===== src/rtl/mdu_iter_pkg.sv =====
// mdu_iter_pkg: shared types for the iterative multiply/divide unit.
//   mdu_op_e    - 2-bit operation codes (MULT, MULTU, DIV, DIVU)
//   mdu_state_e - control FSM states (IDLE, CALC, FIX)
//   op_is_div / op_is_signed - opcode decode helpers
package mdu_iter_pkg;

    typedef enum logic [1:0] {
        OP_MULT  = 2'b00,
        OP_MULTU = 2'b01,
        OP_DIV   = 2'b10,
        OP_DIVU  = 2'b11
    } mdu_op_e;

    typedef enum logic [1:0] {
        S_IDLE = 2'b00,
        S_CALC = 2'b01,
        S_FIX  = 2'b10
    } mdu_state_e;

    function automatic logic op_is_div(input mdu_op_e op);
        return op[1];
    endfunction

    function automatic logic op_is_signed(input mdu_op_e op);
        return ~op[0];
    endfunction

endpackage


===== src/rtl/mdu_iter_if.sv =====
// mdu_iter_if: request/result bundle between the EX stage and the MDU.
//   start, op[1:0], cancel, a, b : request side (master drives)
//   busy, done, hi, lo           : result side (slave drives)
interface mdu_iter_if #(
    parameter int WIDTH = 32
);
    logic             start;
    logic [1:0]       op;
    logic             cancel;
    logic [WIDTH-1:0] a;
    logic [WIDTH-1:0] b;
    logic             busy;
    logic             done;
    logic [WIDTH-1:0] hi;
    logic [WIDTH-1:0] lo;

    modport master (
        output start, op, cancel, a, b,
        input  busy, done, hi, lo
    );

    modport slave (
        input  start, op, cancel, a, b,
        output busy, done, hi, lo
    );
endinterface


===== src/rtl/mdu_sign_fix.sv =====
// mdu_sign_fix: combinational two's-complement correction of magnitude results.
//   neg_p_i : negate product / quotient
//   neg_r_i : negate remainder
//   prod_i  : 2*WIDTH product magnitude   -> prod_o
//   quo_i   : WIDTH quotient magnitude    -> quo_o
//   rem_i   : WIDTH remainder magnitude   -> rem_o
module mdu_sign_fix #(
    parameter int WIDTH = 32
) (
    input  logic               neg_p_i,
    input  logic               neg_r_i,
    input  logic [2*WIDTH-1:0] prod_i,
    input  logic [WIDTH-1:0]   quo_i,
    input  logic [WIDTH-1:0]   rem_i,
    output logic [2*WIDTH-1:0] prod_o,
    output logic [WIDTH-1:0]   quo_o,
    output logic [WIDTH-1:0]   rem_o
);
    assign prod_o = neg_p_i ? ('0 - prod_i) : prod_i;
    assign quo_o  = neg_p_i ? ('0 - quo_i)  : quo_i;
    assign rem_o  = neg_r_i ? ('0 - rem_i)  : rem_i;
endmodule


===== src/rtl/mdu_iter.sv =====
// mdu_iter: iterative MULT/MULTU/DIV/DIVU unit, one bit per cycle, results in HI/LO.
//   clk  - clock, rising edge
//   rst  - synchronous active-high reset
//   bus  - mdu_iter_if.slave: start/op/cancel/a/b in, busy/done/hi/lo out
// Build option: define MDU_FAST_MUL_EN to route MULT/MULTU through a
// single-cycle multiplier (IDLE -> FIX); divides stay iterative.
module mdu_iter
    import mdu_iter_pkg::*;
#(
    parameter int WIDTH = 32,
    parameter int CNT_W = $clog2(WIDTH) + 1
) (
    input logic       clk,
    input logic       rst,
    mdu_iter_if.slave bus
);

    mdu_state_e         state_q, state_d;
    logic [CNT_W-1:0]   cnt_q, cnt_d;
    logic               is_div_q, is_div_d;
    logic               neg_p_q, neg_p_d;
    logic               neg_r_q, neg_r_d;
    logic               done_q, done_d;
    logic [WIDTH-1:0]   mag_a_q, mag_a_d;
    logic [WIDTH-1:0]   mag_b_q, mag_b_d;
    logic [WIDTH-1:0]   rem_q, rem_d;
    logic [WIDTH-1:0]   hi_q, hi_d;
    logic [WIDTH-1:0]   lo_q, lo_d;
    // mult: {partial product, remaining multiplier bits}; div: low half is quotient/dividend
    logic [2*WIDTH-1:0] acc_q, acc_d;

    // Accept-time operand decode
    logic             start_div, op_signed, a_neg, b_neg, b_zero;
    logic [WIDTH-1:0] abs_a, abs_b;

    assign start_div = op_is_div(mdu_op_e'(bus.op));
    assign op_signed = op_is_signed(mdu_op_e'(bus.op));
    assign a_neg     = op_signed & bus.a[WIDTH-1];
    assign b_neg     = op_signed & bus.b[WIDTH-1];
    assign b_zero    = (bus.b == '0);
    assign abs_a     = a_neg ? ('0 - bus.a) : bus.a;
    assign abs_b     = b_neg ? ('0 - bus.b) : bus.b;

    // Shift-add step
    logic [WIDTH-1:0] mul_addend;
    logic [WIDTH:0]   mul_sum;
    assign mul_addend = acc_q[0] ? mag_a_q : '0;
    assign mul_sum    = {1'b0, acc_q[2*WIDTH-1:WIDTH]} + {1'b0, mul_addend};

    // Restoring-division step; remainder stays below the divisor so WIDTH bits hold it
    logic [WIDTH:0]   div_shift;
    logic [WIDTH-1:0] div_diff;
    logic             div_ge;
    assign div_shift = {rem_q, acc_q[WIDTH-1]};
    assign div_ge    = (div_shift >= {1'b0, mag_b_q});
    assign div_diff  = div_shift[WIDTH-1:0] - mag_b_q;

    logic [2*WIDTH-1:0] prod_src, prod_fix;
    logic [WIDTH-1:0]   quo_fix, rem_fix;

`ifdef MDU_FAST_MUL_EN
    assign prod_src = {{WIDTH{1'b0}}, mag_a_q} * {{WIDTH{1'b0}}, mag_b_q};
`else
    assign prod_src = acc_q;
`endif

    mdu_sign_fix #(.WIDTH(WIDTH)) u_sign_fix (
        .neg_p_i (neg_p_q),
        .neg_r_i (neg_r_q),
        .prod_i  (prod_src),
        .quo_i   (acc_q[WIDTH-1:0]),
        .rem_i   (rem_q),
        .prod_o  (prod_fix),
        .quo_o   (quo_fix),
        .rem_o   (rem_fix)
    );

    always_comb begin
        state_d  = state_q;
        cnt_d    = cnt_q;
        is_div_d = is_div_q;
        neg_p_d  = neg_p_q;
        neg_r_d  = neg_r_q;
        mag_a_d  = mag_a_q;
        mag_b_d  = mag_b_q;
        acc_d    = acc_q;
        rem_d    = rem_q;
        hi_d     = hi_q;
        lo_d     = lo_q;
        done_d   = 1'b0;

        case (state_q)
            S_IDLE: begin
                if (bus.start && !bus.cancel) begin
                    is_div_d = start_div;
                    // divide-by-zero keeps the all-ones quotient un-negated
                    neg_p_d  = (a_neg ^ b_neg) & ~(start_div & b_zero);
                    neg_r_d  = a_neg;
                    mag_a_d  = abs_a;
                    mag_b_d  = abs_b;
                    acc_d    = {{WIDTH{1'b0}}, (start_div ? abs_a : abs_b)};
                    rem_d    = '0;
                    cnt_d    = '0;
                    state_d  = S_CALC;
`ifdef MDU_FAST_MUL_EN
                    if (!start_div) state_d = S_FIX;
`endif
                end
            end
            S_CALC: begin
                if (bus.cancel) begin
                    state_d = S_IDLE;
                end else begin
                    if (is_div_q) begin
                        rem_d = div_ge ? div_diff : div_shift[WIDTH-1:0];
                        acc_d = {acc_q[2*WIDTH-1:WIDTH], acc_q[WIDTH-2:0], div_ge};
                    end else begin
                        acc_d = {mul_sum, acc_q[WIDTH-1:1]};
                    end
                    cnt_d = cnt_q + CNT_W'(1);
                    if (cnt_q == CNT_W'(WIDTH - 1)) state_d = S_FIX;
                end
            end
            S_FIX: begin
                state_d = S_IDLE;
                if (!bus.cancel) begin
                    done_d = 1'b1;
                    if (is_div_q) begin
                        hi_d = rem_fix;
                        lo_d = quo_fix;
                    end else begin
                        hi_d = prod_fix[2*WIDTH-1:WIDTH];
                        lo_d = prod_fix[WIDTH-1:0];
                    end
                end
            end
            default: state_d = S_IDLE;
        endcase
    end

    always_ff @(posedge clk) begin
        if (rst) begin
            state_q  <= S_IDLE;
            cnt_q    <= '0;
            is_div_q <= 1'b0;
            neg_p_q  <= 1'b0;
            neg_r_q  <= 1'b0;
            done_q   <= 1'b0;
            mag_a_q  <= '0;
            mag_b_q  <= '0;
            acc_q    <= '0;
            rem_q    <= '0;
            hi_q     <= '0;
            lo_q     <= '0;
        end else begin
            state_q  <= state_d;
            cnt_q    <= cnt_d;
            is_div_q <= is_div_d;
            neg_p_q  <= neg_p_d;
            neg_r_q  <= neg_r_d;
            done_q   <= done_d;
            mag_a_q  <= mag_a_d;
            mag_b_q  <= mag_b_d;
            acc_q    <= acc_d;
            rem_q    <= rem_d;
            hi_q     <= hi_d;
            lo_q     <= lo_d;
        end
    end

    assign bus.busy = (state_q != S_IDLE);
    assign bus.done = done_q;
    assign bus.hi   = hi_q;
    assign bus.lo   = lo_q;

endmodule


===== src/flat_wrapper.sv =====
// flat-port wrapper written by rule: the top's interface ports become plain ports
module mdu_iter_flat import mdu_iter_pkg::*;
#(
    parameter int WIDTH = 32,
    parameter int CNT_W = $clog2(WIDTH) + 1
)
  (clk, rst, bus_start, bus_op, bus_cancel, bus_a, bus_b, bus_busy, bus_done, bus_hi, bus_lo);
  mdu_iter_if #(.WIDTH(WIDTH)) bus_i ();
  input logic clk;
  input logic rst;
  input wire logic [$bits(bus_i.start)-1:0] bus_start;
  input wire logic [$bits(bus_i.op)-1:0] bus_op;
  input wire logic [$bits(bus_i.cancel)-1:0] bus_cancel;
  input wire logic [$bits(bus_i.a)-1:0] bus_a;
  input wire logic [$bits(bus_i.b)-1:0] bus_b;
  output wire logic [$bits(bus_i.busy)-1:0] bus_busy;
  output wire logic [$bits(bus_i.done)-1:0] bus_done;
  output wire logic [$bits(bus_i.hi)-1:0] bus_hi;
  output wire logic [$bits(bus_i.lo)-1:0] bus_lo;
  assign bus_i.start = bus_start;
  assign bus_i.op = bus_op;
  assign bus_i.cancel = bus_cancel;
  assign bus_i.a = bus_a;
  assign bus_i.b = bus_b;
  assign bus_busy = bus_i.busy;
  assign bus_done = bus_i.done;
  assign bus_hi = bus_i.hi;
  assign bus_lo = bus_i.lo;
  mdu_iter #(.WIDTH(WIDTH), .CNT_W(CNT_W)) u_core (.clk(clk), .rst(rst), .bus(bus_i));
endmodule

===== config.mk =====
export PLATFORM = sky130hd
export DESIGN_NAME = mdu_iter_flat
export DESIGN_NICKNAME = d
export VERILOG_FILES = /design/src/rtl/mdu_iter_pkg.sv /design/src/rtl/mdu_iter_if.sv /design/src/rtl/mdu_sign_fix.sv /design/src/rtl/mdu_iter.sv /design/src/flat_wrapper.sv
export SDC_FILE = /design/constraint.sdc
export NUM_CORES = 1
export LEC_CHECK = 0
export ABC_AREA = 1
export BUFFER_PORTS_ARGS = -buffer_cell sky130_fd_sc_hd__buf_2
export CORE_UTILIZATION = 50
export DETAILED_ROUTE_END_ITERATION = 10
export GPL_TIMING_DRIVEN = 0
export MAX_ROUTING_LAYER = met4
export PLACE_DENSITY = 0.68
export SETUP_SLACK_MARGIN = 0.15
export SYNTH_ARGS = -nofsm -noshare
export SYNTH_HDL_FRONTEND = slang
export SYNTH_SLANG_ARGS = --single-unit

===== constraint.sdc =====
create_clock -name clk -period 5.5 [get_ports clk]
set_input_delay 1.1 -clock clk [delete_from_list [all_inputs] [get_ports clk]]
set_output_delay 1.1 -clock clk [all_outputs]
set_load 0.01 [all_outputs]

-- After elaboration in Yosys (flattened, before gate mapping)
Cells that the tools add are included.
- register bits: 236
- input bits: 70
- output and inout port bits: 66
- logic and storage cells: 78
- add/sub/neg operators: 8
- order comparisons: 1
- equality and inequality tests: 8
- multiplexer cells: 26
- bitwise gates (word level): 9
- reduce and logical (&&, ||, !) cells: 13
- operators by type and width (operator ; count):
    two-way mux 32 bit ; 12
    two-way mux 64 bit ; 4
    one-hot mux 64 bit (2 select lines) ; 1
    subtractor 1 x 32 -> 32 bit, first input constant ; 4
    one-hot mux 32 bit (2 select lines) ; 1
    subtractor 1 x 64 -> 64 bit, first input constant ; 1
    adder 32 x 32 -> 33 bit ; 1
    greater-or-equal comparator 33 x 32 -> 1 bit ; 1
    logical NOT 32 bit ; 1
    subtractor 32 bit ; 1
    two-way mux 6 bit ; 2
    one-hot mux 6 bit (2 select lines) ; 1
    AND reduction 4 bit ; 2
    adder 6 x 1 -> 6 bit, second input constant ; 1
    == test 6 x 5 -> 1 bit, second input constant ; 1
    two-way mux 2 bit ; 3
    AND reduction 2 bit ; 3
    AND 1 bit ; 4
    != test 2 x 1 -> 1 bit, second input constant ; 2
    != test 2 bit, second input constant ; 2
    inverter 1 bit ; 4
    one-hot mux 2 bit (2 select lines) ; 1
    nonzero test 2 bit ; 2
    != test 3 x 2 -> 1 bit, second input constant ; 1
    9 further kinds ; 9

-- Logic depth before layout (Yosys ltp)
- word-level depth: 6
- mapped depth: 19
- depth with buffers taken out: 17

-- By module
Synthesis repeated with hierarchy kept, for this count alone.
- cell total of the unflattened synthesis: 3697
- area total of the unflattened synthesis: 21187.8 sq um
- modules (own cells, without submodules) (module ; instances ; cells an instance ; area each (sq um) ; seq. area each (sq um)):
    mdu_iter ; 1 ; 2814 ; 17027.6 ; 4724.5
    mdu_sign_fix ; 1 ; 883 ; 4160.2 ; 0.0

-- Least setup slack after synthesis
No wires, ideal clock.
- path type: input to register
- from: input bus_b[0]
- to: register u_core.acc_q[16]
- setup time: 0.124 ns
- arrival time: 2.397 ns
- required time: 5.376 ns
- path slack: 2.979 ns
- stages on the path: 12
- path buffers: 0
- cell sequence: inv_1 ha_1 nand3_1 nor2_1 inv_1 nor2_2 nand3_1 nand2_1 xor2_1 nand2_1 nand3_1 a21oi_1
- longest elaborated chain between the ends: 5
- ends and longest elaborated chain (what ; RTL line ; source):
    start, declared ; flat_wrapper.sv:15 ; input wire logic [$bits(bus_i.b)-1:0] bus_b;
    subtractor 1 x 32 -> 32 bit ; mdu_iter.sv:42 ; assign abs_b = b_neg ? ('0 - bus.b) : bus.b;
    two-way mux 32 bit ; mdu_iter.sv:42 ;
    two-way mux 32 bit ; mdu_iter.sv:101 ; acc_d = {{WIDTH{1'b0}}, (start_div ? abs_a : abs_b)};
    two-way mux 64 bit ; mdu_iter.sv:94 ; if (bus.start && !bus.cancel) begin
    one-hot mux 64 bit (2 select lines) ; mdu_iter.sv:92 ; case (state_q)
    end signal, assigned ; mdu_iter.sv:151 ; acc_q <= '0;
    end signal, assigned ; mdu_iter.sv:164 ; acc_q <= acc_d;
    end, declared ; mdu_iter.sv:30 ; logic [2*WIDTH-1:0] acc_q, acc_d;
No other way between the ends. The select of a mux whose other input is x is not followed.
A chain may end at the register's enable or synchronous reset.

-- Final worst setup path
- from: input bus_b[0]
- to: register u_core.neg_p_q
- longest elaborated chain between the ends: 4
- ends and longest elaborated chain (what ; RTL line ; source):
    logical NOT 32 bit ; mdu_iter.sv:40 ; assign b_zero = (bus.b == '0);
    AND 1 bit ; mdu_iter.sv:97 ; neg_p_d = (a_neg ^ b_neg) & ~(start_div & b_zero);
    inverter 1 bit ; mdu_iter.sv:97 ;
    AND 1 bit ; mdu_iter.sv:97 ;
    end signal, assigned ; mdu_iter.sv:159 ; neg_p_q <= neg_p_d;
    end, declared ; mdu_iter.sv:21 ; logic neg_p_q, neg_p_d;
No other way between the ends.

==> impl_metrics.csv <==
group,metric,value,unit
clock_network,postCtsHoldBufs,0,
clock_network,htreeDepth,1,
detailed_routing,wl_per_cell,20.6,um
setup_path,cp.required,5940,ps
clock_network,cts-root-buf,"clkbuf_16",
detailed_routing,routed_via_density,5.88,
synthesis,synthesis.area_per_instance,5.93,um2
grt,grt_max_degree,16,
power,comb_power_share,22.1,%
grt,antenna_found_initial,1,
setup_path,criticalPathCategory,"in -> reg",
worst_hold_path,holdCritStartpoint,"u_core.mag_a_q[11]",
flow_run,cap_violations,0,
power,p_switching,1.69,mW
detailed_routing,dr.pass1.iters,6,
clock_network,cts-root-to-sink-buffers,3,
synthesis,synth-seq-cells,236,
setup_path,r2r_slack,2640,ps
setup_path,startpoint_type,"primary input",
sta,grt_setup_unrepaired,"no",
synthesis,yosys-top-cells-area,"dfxtp_1, nand2_1, inv_1",
clock_network,cts_tree,"done",
sta,post-route-min-period,3040,ps
placed_design,placed_area,20600,um2
finish,layout-drive-gt1-share,8.86,%
synthesis,synth_seq_area_share,24.5,%
floorplan,initial_core_util,51.0,%
clock_network,postCtsSetupRepairBufs,0,
power,seqPwrFrac,37.1,%
sta,finalSetupTns,0,ps
grt,grt_pass1_vias,20800,
worst_hold_path,hold_depth,2,
synthesis,synthArstFlopShare,0,%
synthesis,synth_area,19300,um2
setup_path,timing.critical_path.arrival,3480,ps
synthesis,synth_commonest_cells,"nand2_1, inv_1, nor2_1",
detailed_routing,drc_errors,0,
synthesis,synthFlopType,"dfxtp_1",
sta,hold_slack,479,ps
sta,finalSetupViolCount,0,
synthesis,synthDistinctLibCells,52,
synthesis,synth_enable_flop_cells,0,
grt,grt_pass1_wl,122000,um
sta,slew_headroom,36.2,%
sta,hold_violations,0,
synthesis,synth_top_area_share,24.5,%
setup_path,reg2reg_from,"u_core.neg_p_q",
sta,tightest_slew,945,ps
power,p_leak,10.8,nW
floorplan,fp.coreArea,37800,um2
clock_network,post_cts_resized,0,
synthesis,synth.largest_area_cell,"dfxtp_1",
finish,nNetsFinal,3551,
setup_path,reg2reg_to,"u_core.bus.hi[6]",
synthesis,syn_inst,3247,
finish,nFillCells,3890,
detailed_routing,wl,81100,um
sta,skew,36.2,ps
grt,grt_overflow,0,
synthesis,syn_nets,3388,
floorplan,io_pins,136,
floorplan,die_area,39300,um2
finish,final_area,21600,um2
outcome,run_status,"completed",
clock_network,cts_buffers,28,
synthesis,synth_most_common_cell,"nand2_1",
placed_design,post-dp-hpwl,67100,um
placed_design,routabilityCongestion,1.06,
grt,grtUsageTotal,42.1,%
clock_network,insertion_delay,600,ps
setup_path,r2r.worst_path.cells,5,
worst_hold_path,hp-class,"reg -> reg",
worst_hold_path,min_to,"u_core.mag_a_q[11]",
clock_network,clock_sinks,236,
floorplan,dieHeight,198,um
placed_design,port_buffers,133,
sta,clock.fmax,329,MHz
setup_path,crit_fanout,5,
detailed_routing,ant_nets,0,
sta,period_share,55.3,%
floorplan,die_w,198,um
detailed_routing,num_vias,23200,
power,p_int,3.28,mW
power,switching_share,34.0,%
detailed_routing,drt_iter0_drc,2740,
synthesis,synth_warnings,0,
clock_network,clk_pin_slew,60,ps
finish,syn_to_final_growth,12.0,%
power,power.density,230,nW/um2
finish,utilization,57.1,%
power,pwr-share-clk,40.8,%
setup_path,cp-end-kind,"flip-flop",
power,max-vdd-ir-drop,0.000242,V
floorplan,num_rows,71,
sta,drv_slew,0,
-- worst max-delay path by stage --
stage             start                to  cells past startpoint
6_report       bus_b[0]    u_core.neg_p_q                     10
5_1_grt        bus_b[0]    u_core.neg_p_q                     10
4_1_cts        bus_b[0]    u_core.neg_p_q                     10
3_5_place_dp   bus_b[0]    u_core.neg_p_q                     10
3_3_place_gp   bus_b[0]    u_core.neg_p_q                     10
2_1_floorplan  bus_b[0]  u_core.acc_q[16]                     12
-- flip-flops by register name, summed over array words and instances (netlist names) --
| name | flops |
|---|---|
| u_core.bus.done | 1 |
| u_core.neg_r_q | 1 |
| u_core.state_q | 2 |
| u_core.mag_b_q | 32 |
| u_core.cnt_q | 6 |
| u_core.acc_q | 64 |
| u_core.bus.lo | 32 |
| u_core.rem_q | 32 |
| u_core.is_div_q | 1 |
| u_core.mag_a_q | 32 |
| u_core.bus.hi | 32 |
| u_core.neg_p_q | 1 |
-- routing by layer --
layer	global-route usage (%)	wire length (um)	up-vias
li1	-	-	10900
met4	17.6	3850	0
met5	-	0	-
met2	62.2	33700	1369
met3	6.85	8860	223
met1	56.5	34700	10600
-- cell families after synthesis --
group / synth area share, %
simple gates: 37.5
xor+xnor: 3.73
buf+inv: 11.4
flops: 24.5
fa+ha+maj: 4.69
compound gates: 18.1
-- critical path, cell delays in order --
cell and delay (ps):
buf_2 90, inv_1 160, ha_1 210, nand3_1 220, nor2_1 300, nand3_1 180, nor2_1 160, nand2_1 120
o41ai_1 780, o21ai_1 140
-- layout by cell type, fill, tap and decap left out, types with 5 or more instances in the layout --
cell / instances
nor3_1: 20
a221oi_1: 30
nand2_1: 898
inv_1: 421
nand3_1: 281
a21o_1: 7
dfxtp_1: 236
nand4_1: 37
buf_6: 11
or2_2: 13
nor2_1: 331
o31ai_1: 5
and2_1: 6
xor2_1: 49
buf_1: 6
o21a_1: 7
o21bai_1: 7
xnor2_1: 33
ha_1: 69
clkbuf_16: 28
clkbuf_1: 90
nand2_2: 11
o211ai_1: 23
clkbuf_8: 5
o22ai_1: 7
nor2_4: 6
a31oi_1: 42
o221ai_1: 5
nand3_2: 32
inv_2: 11
a21oi_1: 247
nand3b_1: 14
o21ai_0: 228
nor2_2: 16
buf_2: 149
-- cell type report --
class / count / area [um2] / share of cell area (%)
repair buffers: 133 / 666 / 3.09
plain buffers: 123 / 576 / 2.67
clock inverters: 15 / 225 / 1.04
diodes: 1 / 2.50 / 0.0116
clock buffers: 36 / 781 / 3.62
well taps: 511 / 639 / 2.96
flip-flops and latches: 236 / 4720 / 21.9
multi-input cells: 2454 / 12300 / 57.2
inverters: 434 / 1630 / 7.55
-- per-stage QoR --
step | instances | setup WS (ps) | power (mW)
2_1_floorplan | 3247 | 2980 | 2.54
3_3_place_gp | 3891 | 2090 | 2.91
3_5_place_dp | 3891 | 2050 | 2.93
4_1_cts | 3942 | 2640 | 4.91
5_1_grt | 3943 | 2460 | 5.12
6_report | 3943 | 2460 | 4.97
-- power groups by stage --
stage	registers [mW]	clock network (mW)	logic (mW)
after floorplan	1.84	0	0.703
final	1.84	2.03	1.10
after global placement	1.87	0	1.04
after CTS	1.84	2.02	1.06
after detailed placement	1.87	0	1.05
after global routing	1.84	2.09	1.19
(Power assumes the default switching activity.)
